===== config.mk =====
export PLATFORM = sky130hd
export DESIGN_NAME = wb_arbiter_pipelined
export DESIGN_NICKNAME = d
export VERILOG_FILES = /design/src/rtl/wb_arbiter_pipelined_pkg.sv /design/src/rtl/wb_arbiter_pipelined_rr.sv /design/src/rtl/wb_arbiter_pipelined.sv
export SDC_FILE = /design/constraint.sdc
export NUM_CORES = 1
export LEC_CHECK = 0
export BUFFER_PORTS_ARGS = -buffer_cell sky130_fd_sc_hd__buf_4
export CAP_MARGIN = 25
export CORE_MARGIN = 4
export CORE_UTILIZATION = 49
export DETAILED_ROUTE_END_ITERATION = 16
export PLACE_DENSITY = 0.86
export SYNTH_ARGS = -nofsm -noshare
export SYNTH_HDL_FRONTEND = slang
export SYNTH_SLANG_ARGS = --single-unit

===== constraint.sdc =====
create_clock -name clk -period 3.5 [get_ports clk]
set_input_delay 0.35 -clock clk [delete_from_list [all_inputs] [get_ports clk]]
set_output_delay 0.35 -clock clk [all_outputs]
set_load 0.02 [all_outputs]

===== src/rtl/wb_arbiter_pipelined_pkg.sv =====
// Shared types and helpers for the classic-to-pipelined Wishbone arbiter.
// The round-robin helper is written for up to 8 requesters so it can stay unparameterized.
package wb_arb_pkg;

    typedef enum logic [2:0] {
        IDLE     = 3'd0,
        OWNED    = 3'd1,
        ISSUE    = 3'd2,
        WAIT_ACK = 3'd3,
        ERR      = 3'd4
    } state_t;

    localparam int MAX_MASTERS = 8;

    // Counter must hold values up to TIMEOUT; a disabled timeout still needs a 1-bit counter.
    function automatic int tmo_width(input int timeout);
        return (timeout < 1) ? 1 : $clog2(timeout + 1);
    endfunction

    localparam int TMO_W_DEFAULT = tmo_width(255);

    // First requester at or after last+1 (mod n); returns last when nobody requests.
    function automatic logic [2:0] next_rr(input logic [7:0] req, input int n,
                                           input logic [2:0] last);
        logic [2:0] win;
        int         idx;
        win = last;
        for (int k = MAX_MASTERS; k >= 1; k--) begin
            if (k <= n) begin
                idx = (int'(last) + k) % n;
                if (req[3'(idx)]) win = 3'(idx);
            end
        end
        return win;
    endfunction

endpackage


===== src/rtl/wb_arbiter_pipelined_rr.sv =====
// Round-robin grant selector with its own last-grant pointer.
// Reusable in front of any shared slave: load commits the current winner.
module wb_rr_arbiter
    import wb_arb_pkg::*;
#(
    parameter int N = 2
) (
    input  logic                 clk,
    input  logic                 rst,
    input  logic [N-1:0]         req,
    input  logic                 load,
    output logic [$clog2(N)-1:0] grant,
    output logic                 valid
);

    localparam int IW = $clog2(N);

    logic [IW-1:0] last;

    assign grant = IW'(next_rr(8'(req), N, 3'(last)));
    assign valid = |req;

    // Pointer starts at the top index so master 0 is the first winner.
    always_ff @(posedge clk) begin
        if (rst)
            last <= IW'(N - 1);
        else if (load && valid)
            last <= grant;
    end

endmodule


===== src/rtl/wb_arbiter_pipelined.sv =====
// N classic Wishbone masters sharing one pipelined slave: each stb-until-ack
// transfer becomes a single accepted strobe, with an optional ack timeout.
module wb_arbiter_pipelined
    import wb_arb_pkg::*;
#(
    parameter int ADR_WIDTH = 16,
    parameter int DAT_WIDTH = 16,
    parameter int N_MASTERS = 2,
    parameter int TIMEOUT   = 255
) (
    input  logic                           clk,
    input  logic                           rst,
    input  logic [N_MASTERS-1:0]           m_cyc,
    input  logic [N_MASTERS-1:0]           m_stb,
    input  logic [N_MASTERS-1:0]           m_we,
    input  logic [N_MASTERS*ADR_WIDTH-1:0] m_adr,
    input  logic [N_MASTERS*DAT_WIDTH-1:0] m_dat_m,
    output logic [N_MASTERS-1:0]           m_ack,
    output logic [N_MASTERS-1:0]           m_err,
    output logic [DAT_WIDTH-1:0]           m_dat_s,
    output logic                           s_cyc,
    output logic                           s_stb,
    output logic                           s_we,
    output logic [ADR_WIDTH-1:0]           s_adr,
    output logic [DAT_WIDTH-1:0]           s_dat_m,
    input  logic                           s_stall,
    input  logic                           s_ack,
    input  logic [DAT_WIDTH-1:0]           s_dat_s
);

    localparam int IW = $clog2(N_MASTERS);
    localparam int CW = tmo_width(TIMEOUT);

    state_t          state;
    logic [IW-1:0]   grant_q, arb_idx, cur;
    logic            arb_vld;
    logic [CW-1:0]   tmo_cnt;
    logic            sel_cyc, sel_stb, sel_we;
    logic [ADR_WIDTH-1:0] sel_adr;
    logic [DAT_WIDTH-1:0] sel_dat;
    logic            accept, ack_now, tmo_hit, take;

    wb_rr_arbiter #(.N(N_MASTERS)) u_rr (
        .clk   (clk),
        .rst   (rst),
        .req   (m_cyc),
        .load  (state == IDLE),
        .grant (arb_idx),
        .valid (arb_vld)
    );

    // In IDLE the request is captured from the fresh winner, otherwise from the holder.
    assign cur = (state == IDLE) ? arb_idx : grant_q;

    always_comb begin
        sel_cyc = 1'b0;
        sel_stb = 1'b0;
        sel_we  = 1'b0;
        sel_adr = '0;
        sel_dat = '0;
        for (int i = 0; i < N_MASTERS; i++) begin
            if (IW'(i) == cur) begin
                sel_cyc = m_cyc[i];
                sel_stb = m_stb[i];
                sel_we  = m_we[i];
                sel_adr = m_adr[i*ADR_WIDTH +: ADR_WIDTH];
                sel_dat = m_dat_m[i*DAT_WIDTH +: DAT_WIDTH];
            end
        end
    end

    assign accept  = (state == ISSUE) && !s_stall;
    assign ack_now = s_ack && ((state == WAIT_ACK) || accept);
    assign tmo_hit = (TIMEOUT != 0) && (tmo_cnt == CW'(TIMEOUT - 1));
    assign take    = sel_stb && ((state == IDLE && arb_vld) || (state == OWNED && sel_cyc));
    assign m_dat_s = s_dat_s;

    // A master that abandoned its cycle mid-transfer does not get the ack.
    always_comb begin
        m_ack = '0;
        m_err = '0;
        for (int i = 0; i < N_MASTERS; i++) begin
            m_ack[i] = ack_now && (grant_q == IW'(i)) && m_cyc[i];
            m_err[i] = (state == ERR) && (grant_q == IW'(i));
        end
    end

    always_ff @(posedge clk) begin
        if (rst) begin
            state   <= IDLE;
            grant_q <= '0;
            tmo_cnt <= '0;
            s_cyc   <= 1'b0;
            s_stb   <= 1'b0;
            s_we    <= 1'b0;
            s_adr   <= '0;
            s_dat_m <= '0;
        end else begin
            case (state)
                IDLE: begin
                    if (arb_vld) begin
                        grant_q <= arb_idx;
                        s_cyc   <= 1'b1;
                        state   <= sel_stb ? ISSUE : OWNED;
                    end
                end
                OWNED: begin
                    if (!sel_cyc) begin
                        state <= IDLE;
                        s_cyc <= 1'b0;
                    end else if (sel_stb) begin
                        state <= ISSUE;
                    end
                end
                ISSUE, WAIT_ACK: begin
                    tmo_cnt <= tmo_cnt + 1'b1;
                    if (ack_now) begin
                        state <= OWNED;
                        s_stb <= 1'b0;
                    end else if (tmo_hit) begin
                        state <= ERR;
                        s_cyc <= 1'b0;
                        s_stb <= 1'b0;
                    end else if (accept) begin
                        state <= WAIT_ACK;
                        s_stb <= 1'b0;
                    end
                end
                ERR: begin
                    state <= OWNED;
                    s_cyc <= 1'b1;
                end
                default: state <= IDLE;
            endcase
            if (take) begin
                s_stb   <= 1'b1;
                s_we    <= sel_we;
                s_adr   <= sel_adr;
                s_dat_m <= sel_dat;
                tmo_cnt <= '0;
            end
        end
    end

endmodule


==> metrics, run 1 <==
status finished clean; Synth Area per Inst 9.63 sq um; post-place setup slack 0.990 ns; sequential area share after synthesis 0.351; Post-synth EDFFs 0; clk buf depth 2; top cells by count, synth 50 x nor2_1, 48 x dfxtp_1, 35 x mux2i_1, 33 x a211oi_2, 19 x buf_4; final number of setup-violating endpoints 0; Synth Net Count between 300 and 400; number of antenna violations at the first check in global routing 0; Post-Syn Area around 2700 sq um; CP top delay family simple AND/OR/NAND/NOR gates; startpoint types register; Worst Clk Skew roughly 0.0086 ns; ys flop type dfxtp_1; Via Count 2,333; number of global-route vias before repair approximately 2,100; Bufs and invs on worst path 1; Reg-to-Reg Start state[0]; CTS Hold Bufs 0; hold path start m_cyc[0]; Fmax achieved 394 MHz; cell row count 26; ANT nets after route 0; hpwl dp roughly 5.2 mm; crit path kind register to register; drt pass-1 iters 4; Cell Pwr Density between 700 and 800 nW/um^2; initial DRC count 102; worst hold path type input pin to register; Final #Nets 461; max cap viols 0; clk slew on worst S/H paths 0.09 ns; I/O Pins 145; CTS tree built; Overall Power 0.00278 W; Initial Util 0.519; CTS H-tree lvls 2; die height between 80 and 90 microns; post-synth top area share 0.351; endpoint type of the worst setup path register; R2R depth 6; GR Overflow Total 0; CP cell instances nor3_4 -> nand4_1 -> a311oi_4 -> buf_4 -> nor2_1 -> a211oi_2; Hold Path Stages 3; Core Region 5270 sq um; Die W approximately 83 microns; number of library cell types mapped by synthesis 45; Area growth syn-to-layout 28.5%; largest net degree at the start of global routing 67; CP max FO 66; setup repair bufs after CTS 0; r2r setup slk 0.96 ns; normalized max-slew margin 0.484; maximum VDD drop 0.000469 V; Setup WS post-layout 0.964 ns; unrepaired setup endpoints after global routing false; Warnings, synthesis 0; Die Area 6840 sq um; layout cells sized above 1 0.441; CTS resizes 0; global-route wire length before repair 9.78 mm; asr flop ratio synth 0; All-Layer GR Usage 0.184; Leakage 1.52 nW; Mapped Cells 284; Fin Setup TNS 0 ns; hold endpoint u_rr.last; #FFs+latches synth 48; Fin. Hold Viols 0; Final Max Slew Viols 0; n_diodes 0; routability congestion estimate 0.868; Worst path slowest cell buf_4; final wirelength between 6 and 7 mm; measured slew at the worst slew-check pin between 0.7 and 0.8 ns; crit share post-route 0.725; count leader, synth nor2_1; WP data arrival 2.74 ns; synth top area cells dfxtp_1 35%, a211oi_2 15%, mux2i_1 13%; Clk Latency, worst-skew pair 0.29 ns; TritonCTS Buffers 5; post-DR vias/cell 5.30; DR WL/cell 15.3 microns; worst reg2reg path endpoint s_adr[12]; Req. time, crit path approximately 3.7 ns; root buf cell clkbuf_8; number of port buffers 112; CTS sink cnt 48; crit path time final 2.54 ns; DR DRC count 0; CP peak stage delay 0.67 ns; dominant cell type by area after synthesis dfxtp_1
where the power goes:
group | switching, W | internal (W) | total [W]
clock | 0.000178 | 0.000160 | 0.000338
combinational | 0.000906 | 0.000682 | 0.00159
sequential | 0.000131 | 0.000720 | 0.000851
total | 0.00122 | 0.00156 | 0.00278
stage by stage:
step / cells / utilization / instance area [sq um] / hold slack (ns)
after floorplan: 284 / - / 2740 / 0.458
after detailed placement: 432 / 0.648 / 3420 / 0.497
after global routing: 440 / 0.667 / 3510 / 0.431
after CTS: 440 / 0.667 / 3510 / 0.398
after global placement: 432 / 0.648 / 3420 / 0.472
final: 440 / 0.667 / 3510 / 0.409
final cells by class:
class / count / area (sq um)
sequential: 48 / 961
clock buffer: 6 / 82.6
tap: 70 / 87.6
clock inverter: 2 / 15.0
inverter: 7 / 26.3
multi-input combinational: 193 / 1490
fill: 439 / 1760
timing repair buffer: 114 / 856
worst max-delay path by stage:
stage / start / to / slack, ns / cells after the start
3_3_place_gp: state[0] / s_dat_m[15] / 1.19 / 6
3_5_place_dp: state[0] / s_dat_m[5] / 0.99 / 6
2_1_floorplan: state[2] / s_adr[0] / 1.75 / 7
4_1_cts: state[0] / s_dat_m[5] / 0.97 / 6
5_1_grt: state[0] / s_adr[12] / 0.76 / 6
6_report: state[0] / s_adr[12] / 0.96 / 6
flip-flops by register name (all words and copies together) (netlist names):
name	count
s_adr	16
s_dat_m	16
tmo_cnt	8
state	3
grant_q	1
s_cyc	1
s_stb	1
s_we	1
u_rr.last	1
placed cells by master (no fill, tap or decap), drive strengths merged:
| master | n |
|---|---|
| a211o | 1 |
| a211oi | 34 |
| a21boi | 1 |
| a21oi | 4 |
| a311oi | 2 |
| a31oi | 3 |
| and2 | 1 |
| and3 | 1 |
| buf | 114 |
| clkbuf | 6 |
| clkinvlp | 2 |
| dfxtp | 48 |
| ha | 2 |
| inv | 7 |
| mux2 | 1 |
| mux2i | 35 |
| nand2 | 11 |
| nand2b | 4 |
| nand3 | 6 |
| nand4 | 4 |
| nand4b | 1 |
| nor2 | 50 |
| nor2b | 3 |
| nor3 | 3 |
| nor4 | 2 |
| o2111ai | 1 |
| o211ai | 5 |
| o21a | 1 |
| o21ai | 5 |
| o21ba | 1 |
| o311ai | 1 |
| o31ai | 1 |
| or2 | 2 |
| or3b | 1 |
| xnor2 | 1 |
| xor2 | 5 |
cells by family after synthesis:
family | count (synthesis) | share of synthesized area
simple gates | 89 | 0.151
compound gates | 60 | 0.228
flops | 48 | 0.351
buf+inv | 43 | 0.108
mux | 36 | 0.132
xor+xnor | 6 | 0.0192
fa+ha+maj | 2 | 0.00915
metal layers:
layer | up-vias | track usage | share of wire
li1 | 1163 | - | -
met1 | 1052 | 0.203 | 0.37
met2 | 105 | 0.342 | 0.51
met3 | 13 | 0.0510 | 0.11
met4 | 0 | 0.0523 | 0.015
met5 | - | 0 | 0
worst min-delay path, delay by kind of cell:
family / cells / cell delay [ns]
AOI/OAI and AO/OA: 1 / 0.11
buffers and inverters: 1 / 0.14
and+or+nand+nor: 1 / 0.08
Power figures use the tool's default switching activity.
==> inputs of run 2 (changes only) <==
- CORE_UTILIZATION: 49 -> 45
- PLACE_DENSITY: 0.86 -> 0.8
- clock period: 3.5 -> 2.4 ns (I/O delays scaled with it)
==> run 2 against run 1 <==
Routed wire length rose by 1.1%; global-route usage shrank 0.68 points; final cell count is 2.3% higher; clock-buffer cell count unchanged; clock power is 81% higher; fmax increased by 19%; critical path depth did not move; die area is 8.0% higher; first-iteration DRC count down 22%; design area up 2.6%; sequential share of layout area decreased by 0.70 points; sequential power grew 42%; largest power group unchanged.
==> metrics, run 2 (synthesized netlist as in run 1, its figures left out) <==
status finished clean (unchanged); CP max FO 22 (was 66); sequential share of power 0.284 (was 0.306); initial DRC count 80 (was 102); Top Registers s_adr x16, s_dat_m x16, tmo_cnt x8 (unchanged); DR DRC count 0 (unchanged); Initial Util 0.462 (was 0.519); Req. time, crit path 2.61 ns (was 3.71 ns); die height 86.0 microns (was 82.7 microns); routability congestion estimate 0.822 (was 0.868); root buf cell clkbuf_8 (unchanged); combinational power share 0.572 (about the same); Final Util 0.609 (was 0.667); Cell Pwr Density 1180 nW/um^2 (was 790 nW/um^2); n_diodes 0 (unchanged); startpoint types register (unchanged); NetSw 0.00179 W (was 0.00122 W); I/O Pins 145 (unchanged); crit share post-route 0.885 (was 0.725); CTS tree built (unchanged); maximum VDD drop 0.000592 V (was 0.000469 V); commonest non-fill, non-tap cell in the layout buf_4 (unchanged); crit path time final 2.12 ns (was 2.54 ns); CTS H-tree lvls 2 (unchanged); measured slew at the worst slew-check pin 0.578 ns (was 0.774 ns); number of antenna violations at the first check in global routing 0 (unchanged); All-Layer GR Usage 0.177 (was 0.184); Final #Nets 466 (was 461); crit path kind register to register (unchanged); Final Max Slew Viols 0 (unchanged); Clk Latency, worst-skew pair 0.30 ns (was 0.29 ns); unrepaired setup endpoints after global routing false (unchanged); ANT nets after route 0 (unchanged); hpwl dp 5.31 mm (was 5.23 mm); WP data arrival 2.34 ns (was 2.74 ns); Fmax achieved 471 MHz (was 394 MHz); Area growth syn-to-layout 31.8% (was 28.5%); CTS Hold Bufs 0 (unchanged); worst hold path type input pin to register (unchanged); Placed Area 3480 sq um (was 3420 sq um); post-DR vias/cell 5.27 (was 5.30); drt pass-1 iters 4 (unchanged); number of global-route vias before repair 2,277 (was 2,135); r2r setup slk 0.28 ns (was 0.96 ns); final number of setup-violating endpoints 0 (unchanged); Overall Power 0.00426 W (was 0.00278 W); largest net degree at the start of global routing 45 (was 67); TritonCTS Buffers 5 (unchanged); cell row count 28 (was 26); normalized max-slew margin 0.613 (was 0.484); total internal power 0.00247 W (was 0.00156 W); Fin. Hold Viols 0 (unchanged); GR Overflow Total 0 (unchanged); Leakage 1.57 nW (was 1.52 nW); layout cells sized above 1 0.448 (was 0.441); Die Area 7390 sq um (was 6840 sq um); Core Region 5920 sq um (was 5270 sq um); Fin Setup TNS 0 ns (unchanged); clk slew on worst S/H paths 0.09 ns (about the same); number of port buffers 112 (unchanged); switching power share of the total 0.420 (was 0.438); endpoint type of the worst setup path register (unchanged); Worst Clk Skew 0.0103 ns (was 0.00861 ns); Clock Power Share 0.143 (was 0.122); max cap viols 0 (unchanged); clk buf depth 2 (unchanged); Die W 86.0 microns (was 82.7 microns); most frequent cells in the layout 117 x buf_4, 50 x nor2_1, 48 x dfxtp_1 (was 114 x buf_4, 50 x nor2_1, 48 x dfxtp_1); global-route wire length before repair 10.6 mm (was 9.78 mm); CTS sink cnt 48 (unchanged); Via Count 2,373 (was 2,333); setup repair bufs after CTS 0 (unchanged); CTS resizes 0 (unchanged); final wirelength 6.79 mm (was 6.71 mm); Final Instance Area 3610 sq um (was 3510 sq um); DR WL/cell 15.1 microns (was 15.3 microns)
[run 2: cell types whose count changed in the layout (fill, tap and decap cells not counted), sizes merged]
cell,delta
buf,+5
bufinv,+1
clkinv,+1
clkinvlp,-2
[run 2: layout make-up]
cell class / count / area, sq um
Clock buffer: 6 / 82.6
Clock inverter: 2 / 38.8
Multi-Input combinational cell: 193 / 1490
Timing Repair Buffer: 119 / 918
Inverter: 7 / 26.3
Tap cell: 75 / 93.8
Fill cell: 507 / 2310
Sequential cell: 48 / 961
[run 2: per-layer routing]
layer | vias up | part of all wire | GRT usage
met3 | 12 | 0.098 | 0.0528
met2 | 110 | 0.50 | 0.320
met5 | - | 0 | 0
met4 | 0 | 0.015 | 0.0561
met1 | 1081 | 0.39 | 0.198
li1 | 1170 | - | -
[run 2: per-stage QoR]
stage | setup WS, ns | std cells | hold slack (ns)
2_1_floorplan | 0.652 | 284 | 0.430
3_3_place_gp | 0.409 | 442 | 0.473
3_5_place_dp | 0.306 | 442 | 0.480
4_1_cts | 0.284 | 450 | 0.180
5_1_grt | 0.0950 | 450 | 0.192
6_report | 0.276 | 450 | 0.199
[run 2: path summary, 6_finish.rpt]
kind / to / cells after the start / start
setup / recovery: s_adr[11] / 6 / state[2]
hold / removal: state[2] / 2 / rst
setup reg to reg: s_adr[11] / 6 / state[2]
hold reg to reg: tmo_cnt[0] / 2 / tmo_cnt[0]
[run 2: worst max-delay path, cell delays in order, from the launching register on]
cell and delay [ns]:
dfxtp_1 0.42, nor3_4 0.38, nand4_1 0.24, a311oi_4 0.36, buf_4 0.35, nor2_1 0.08
a211oi_2 0.20
[run 2: power by group through the flow]
stage | sequential, W | clock, W | combinational [W]
2_1_floorplan | 0.00147 | 0 | 0.00156
3_3_place_gp | 0.00122 | 0 | 0.00242
3_5_place_dp | 0.00123 | 0 | 0.00247
4_1_cts | 0.00121 | 0.000627 | 0.00247
5_1_grt | 0.00125 | 0.000658 | 0.00264
6_report | 0.00121 | 0.000611 | 0.00244
==> inputs of run 3 (changes only) <==
- ABC_AREA: default -> 1
==> run 3 against run 2 <==
Clock skew down 0.0062 ns; area after synthesis up 0.41%; first-iteration DRC count up 71%; critical path type unchanged; setup slack better by 0.065 ns; synthesized cell count up 44%; critical endpoint is now tmo_cnt[7]; die area up 0.37%; clock-buffer cell count up 1; core utilization down 1.5 points; final cell count up 27%; global-route usage up 0.54 points.
==> metrics, run 3 <==
status finished clean (unchanged); setup repair bufs after CTS 0 (unchanged); Fin Setup TNS 0 ns (unchanged); drt pass-1 iters 4 (unchanged); Placed Area 3430 sq um (was 3480 sq um); clk buf depth 2 (unchanged); hpwl dp 5.25 mm (was 5.31 mm); Core Region 5920 sq um (unchanged); number of antenna violations at the first check in global routing 0 (unchanged); Post-synth EDFFs 0 (unchanged); cell row count 28 (unchanged); Warnings, synthesis 0 (unchanged); most frequent cells in the layout 162 x nand2_1, 112 x buf_4, 48 x dfxtp_1 (was 117 x buf_4, 50 x nor2_1, 48 x dfxtp_1); Post-Syn Area 2750 sq um (was 2740 sq um); Fmax achieved 486 MHz (was 471 MHz); asr flop ratio synth 0 (unchanged); DR WL/cell 12.4 microns (was 15.1 microns); switching power share of the total 0.473 (was 0.420); unrepaired setup endpoints after global routing false (unchanged); layout cells sized above 1 0.287 (was 0.448); final wirelength 7.07 mm (was 6.79 mm); global-route wire length before repair 11.1 mm (was 10.6 mm); Area growth syn-to-layout 28.2% (was 31.8%); Clock Power Share 0.134 (was 0.143); R2R depth 10 (was 6); number of global-route vias before repair 2,555 (was 2,277); DR DRC count 0 (unchanged); Clk Latency, worst-skew pair 0.30 ns (about the same); I/O Pins 145 (unchanged); Worst Clk Skew 0.00413 ns (was 0.0103 ns); crit path kind register to register (unchanged); count leader, synth nand2_1 (was nor2_1); initial DRC count 137 (was 80); Via Count 2,834 (was 2,373); Leakage 1.71 nW (was 1.57 nW); top cells by count, synth 162 x nand2_1, 48 x dfxtp_1, 44 x a21oi_1, 42 x nand3_1 (was 50 x nor2_1, 48 x dfxtp_1, 35 x mux2i_1, 33 x a211oi_2, 19 x buf_4); largest net degree at the start of global routing 40 (was 45); CTS tree built (unchanged); clk slew on worst S/H paths 0.09 ns (about the same); Fin. Hold Viols 0 (unchanged); endpoint type of the worst setup path register (unchanged); combinational power share 0.562 (was 0.572); Final #Nets 586 (was 466); startpoint types register (unchanged); Initial Util 0.464 (was 0.462); number of library cell types mapped by synthesis 27 (was 45); final number of setup-violating endpoints 0 (unchanged); ANT nets after route 0 (unchanged); sequential area share after synthesis 0.350 (was 0.351); NetSw 0.00180 W (was 0.00179 W); max cap viols 0 (unchanged); total internal power 0.00200 W (was 0.00247 W); Mapped Cells 410 (was 284); Die W 86.1 microns (was 86.0 microns); measured slew at the worst slew-check pin 0.504 ns (was 0.578 ns); sequential share of power 0.304 (was 0.284); worst hold path type input pin to register (unchanged); #FFs+latches synth 48 (unchanged); Final Util 0.594 (was 0.609); CTS sink cnt 48 (unchanged); normalized max-slew margin 0.663 (was 0.613); dominant cell type by area after synthesis dfxtp_1 (unchanged); CTS H-tree lvls 2 (unchanged); synth top area cells dfxtp_1 35%, nand2_1 22%, a21oi_1 8.0% (was dfxtp_1 35%, a211oi_2 15%, mux2i_1 13%); WP data arrival 2.26 ns (was 2.34 ns); TritonCTS Buffers 5 (unchanged); die height 86.1 microns (was 86.0 microns); CTS resizes 0 (unchanged); commonest non-fill, non-tap cell in the layout nand2_1 (was buf_4); post-DR vias/cell 4.97 (was 5.27); Final Instance Area 3520 sq um (was 3610 sq um); Final Max Slew Viols 0 (unchanged); GR Overflow Total 0 (unchanged); crit share post-route 0.858 (was 0.885); root buf cell clkbuf_8 (unchanged); Top Registers s_adr x16, s_dat_m x16, tmo_cnt x8 (unchanged); Req. time, crit path 2.60 ns (was 2.61 ns); CP max FO 37 (was 22); routability congestion estimate 0.877 (was 0.822); Synth Area per Inst 6.70 sq um (was 9.63 sq um); Post-Layout Cell Count 570 (was 450); post-synth top area share 0.350 (was 0.351); maximum VDD drop 0.000516 V (was 0.000592 V); number of port buffers 112 (unchanged); n_diodes 0 (unchanged); CTS Hold Bufs 0 (unchanged); Synth Net Count 502 (was 376); Die Area 7420 sq um (was 7390 sq um); Hold Path Stages 5 (was 2); Cell Pwr Density 1080 nW/um^2 (was 1180 nW/um^2); crit path time final 2.06 ns (was 2.12 ns); All-Layer GR Usage 0.183 (was 0.177); dpl cells 562 (was 442); ys flop type dfxtp_1 (unchanged); worst hold slack 0.306 ns (was 0.199 ns)
==> run 3: changes by cell type in the layout (fill, tap and decap cells not counted), sizes merged, moves of 30 or more <==
cell    change
a211oi     -34
mux2i      -35
nand3      +40
nor2       -30
a21oi      +40
nand2     +161
==> run 3: path summary, 6_finish.rpt <==
path / startpoint / end / slack [ns]
setup / recovery: state[0] / tmo_cnt[7] / 0.34
setup reg to reg: state[0] / tmo_cnt[7] / 0.34
hold / removal: m_adr[10] / s_adr[10] / 0.31
hold reg to reg: s_dat_m[4] / s_dat_m[4] / 0.47
==> run 3: area by class of cell <==
type | instances | area [sq um]
repair buffers | 112 | 841
fillers | 565 | 2400
well taps | 75 | 93.8
clock inverters | 1 | 7.51
clock buffers | 7 | 86.3
multi-input cells | 304 | 1440
inverters | 23 | 86.3
flip-flops and latches | 48 | 961
==> run 3: power groups by stage <==
stage / Combinational (W) / Clock [W] / Sequential, W
finish: 0.00214 / 0.000508 / 0.00116
global route: 0.00238 / 0.000549 / 0.00119
CTS: 0.00216 / 0.000516 / 0.00116
detailed placement: 0.00216 / 0 / 0.00117
global placement: 0.00210 / 0 / 0.00117
floorplan: 0.00146 / 0 / 0.00138
==> run 3: kinds of logic (layout without fill, tap and decap cells) <==
family / Yosys count / in the layout / share of synthesized area
buffers and inverters: 58 / 143 / 0.124
flip-flops: 48 / 48 / 0.350
XOR/XNOR: 4 / 4 / 0.0128
AND/OR/NAND/NOR: 251 / 251 / 0.417
adder cells (fa/ha/maj): 2 / 2 / 0.00911
AO/OA/AOI/OAI: 47 / 47 / 0.0870
==> run 3: worst max-delay path, stage by stage (launching register included) <==
cell and delay, ns:
dfxtp_1 0.35, inv_2 0.09, nand2_2 0.08, nor2_4 0.19, nand2_4 0.10, nand2_4 0.30, nand2_4 0.12, nand2_8 0.24
nand2_8 0.19, nand2_2 0.20, nor2_1 0.07
==> run 3: layer usage <==
layer	vias up	track usage	wire length [microns]
li1	1458	-	-
met1	1248	0.214	2950
met2	115	0.316	3440
met3	13	0.0586	587
met4	0	0.0561	91
met5	-	0	0
==> run 3: per-stage QoR <==
step	setup slack [ns]	power, W
floorplan	0.838	0.00284
global placement	0.429	0.00327
detailed placement	0.349	0.00333
CTS	0.321	0.00384
global route	0.138	0.00412
finish	0.342	0.00380
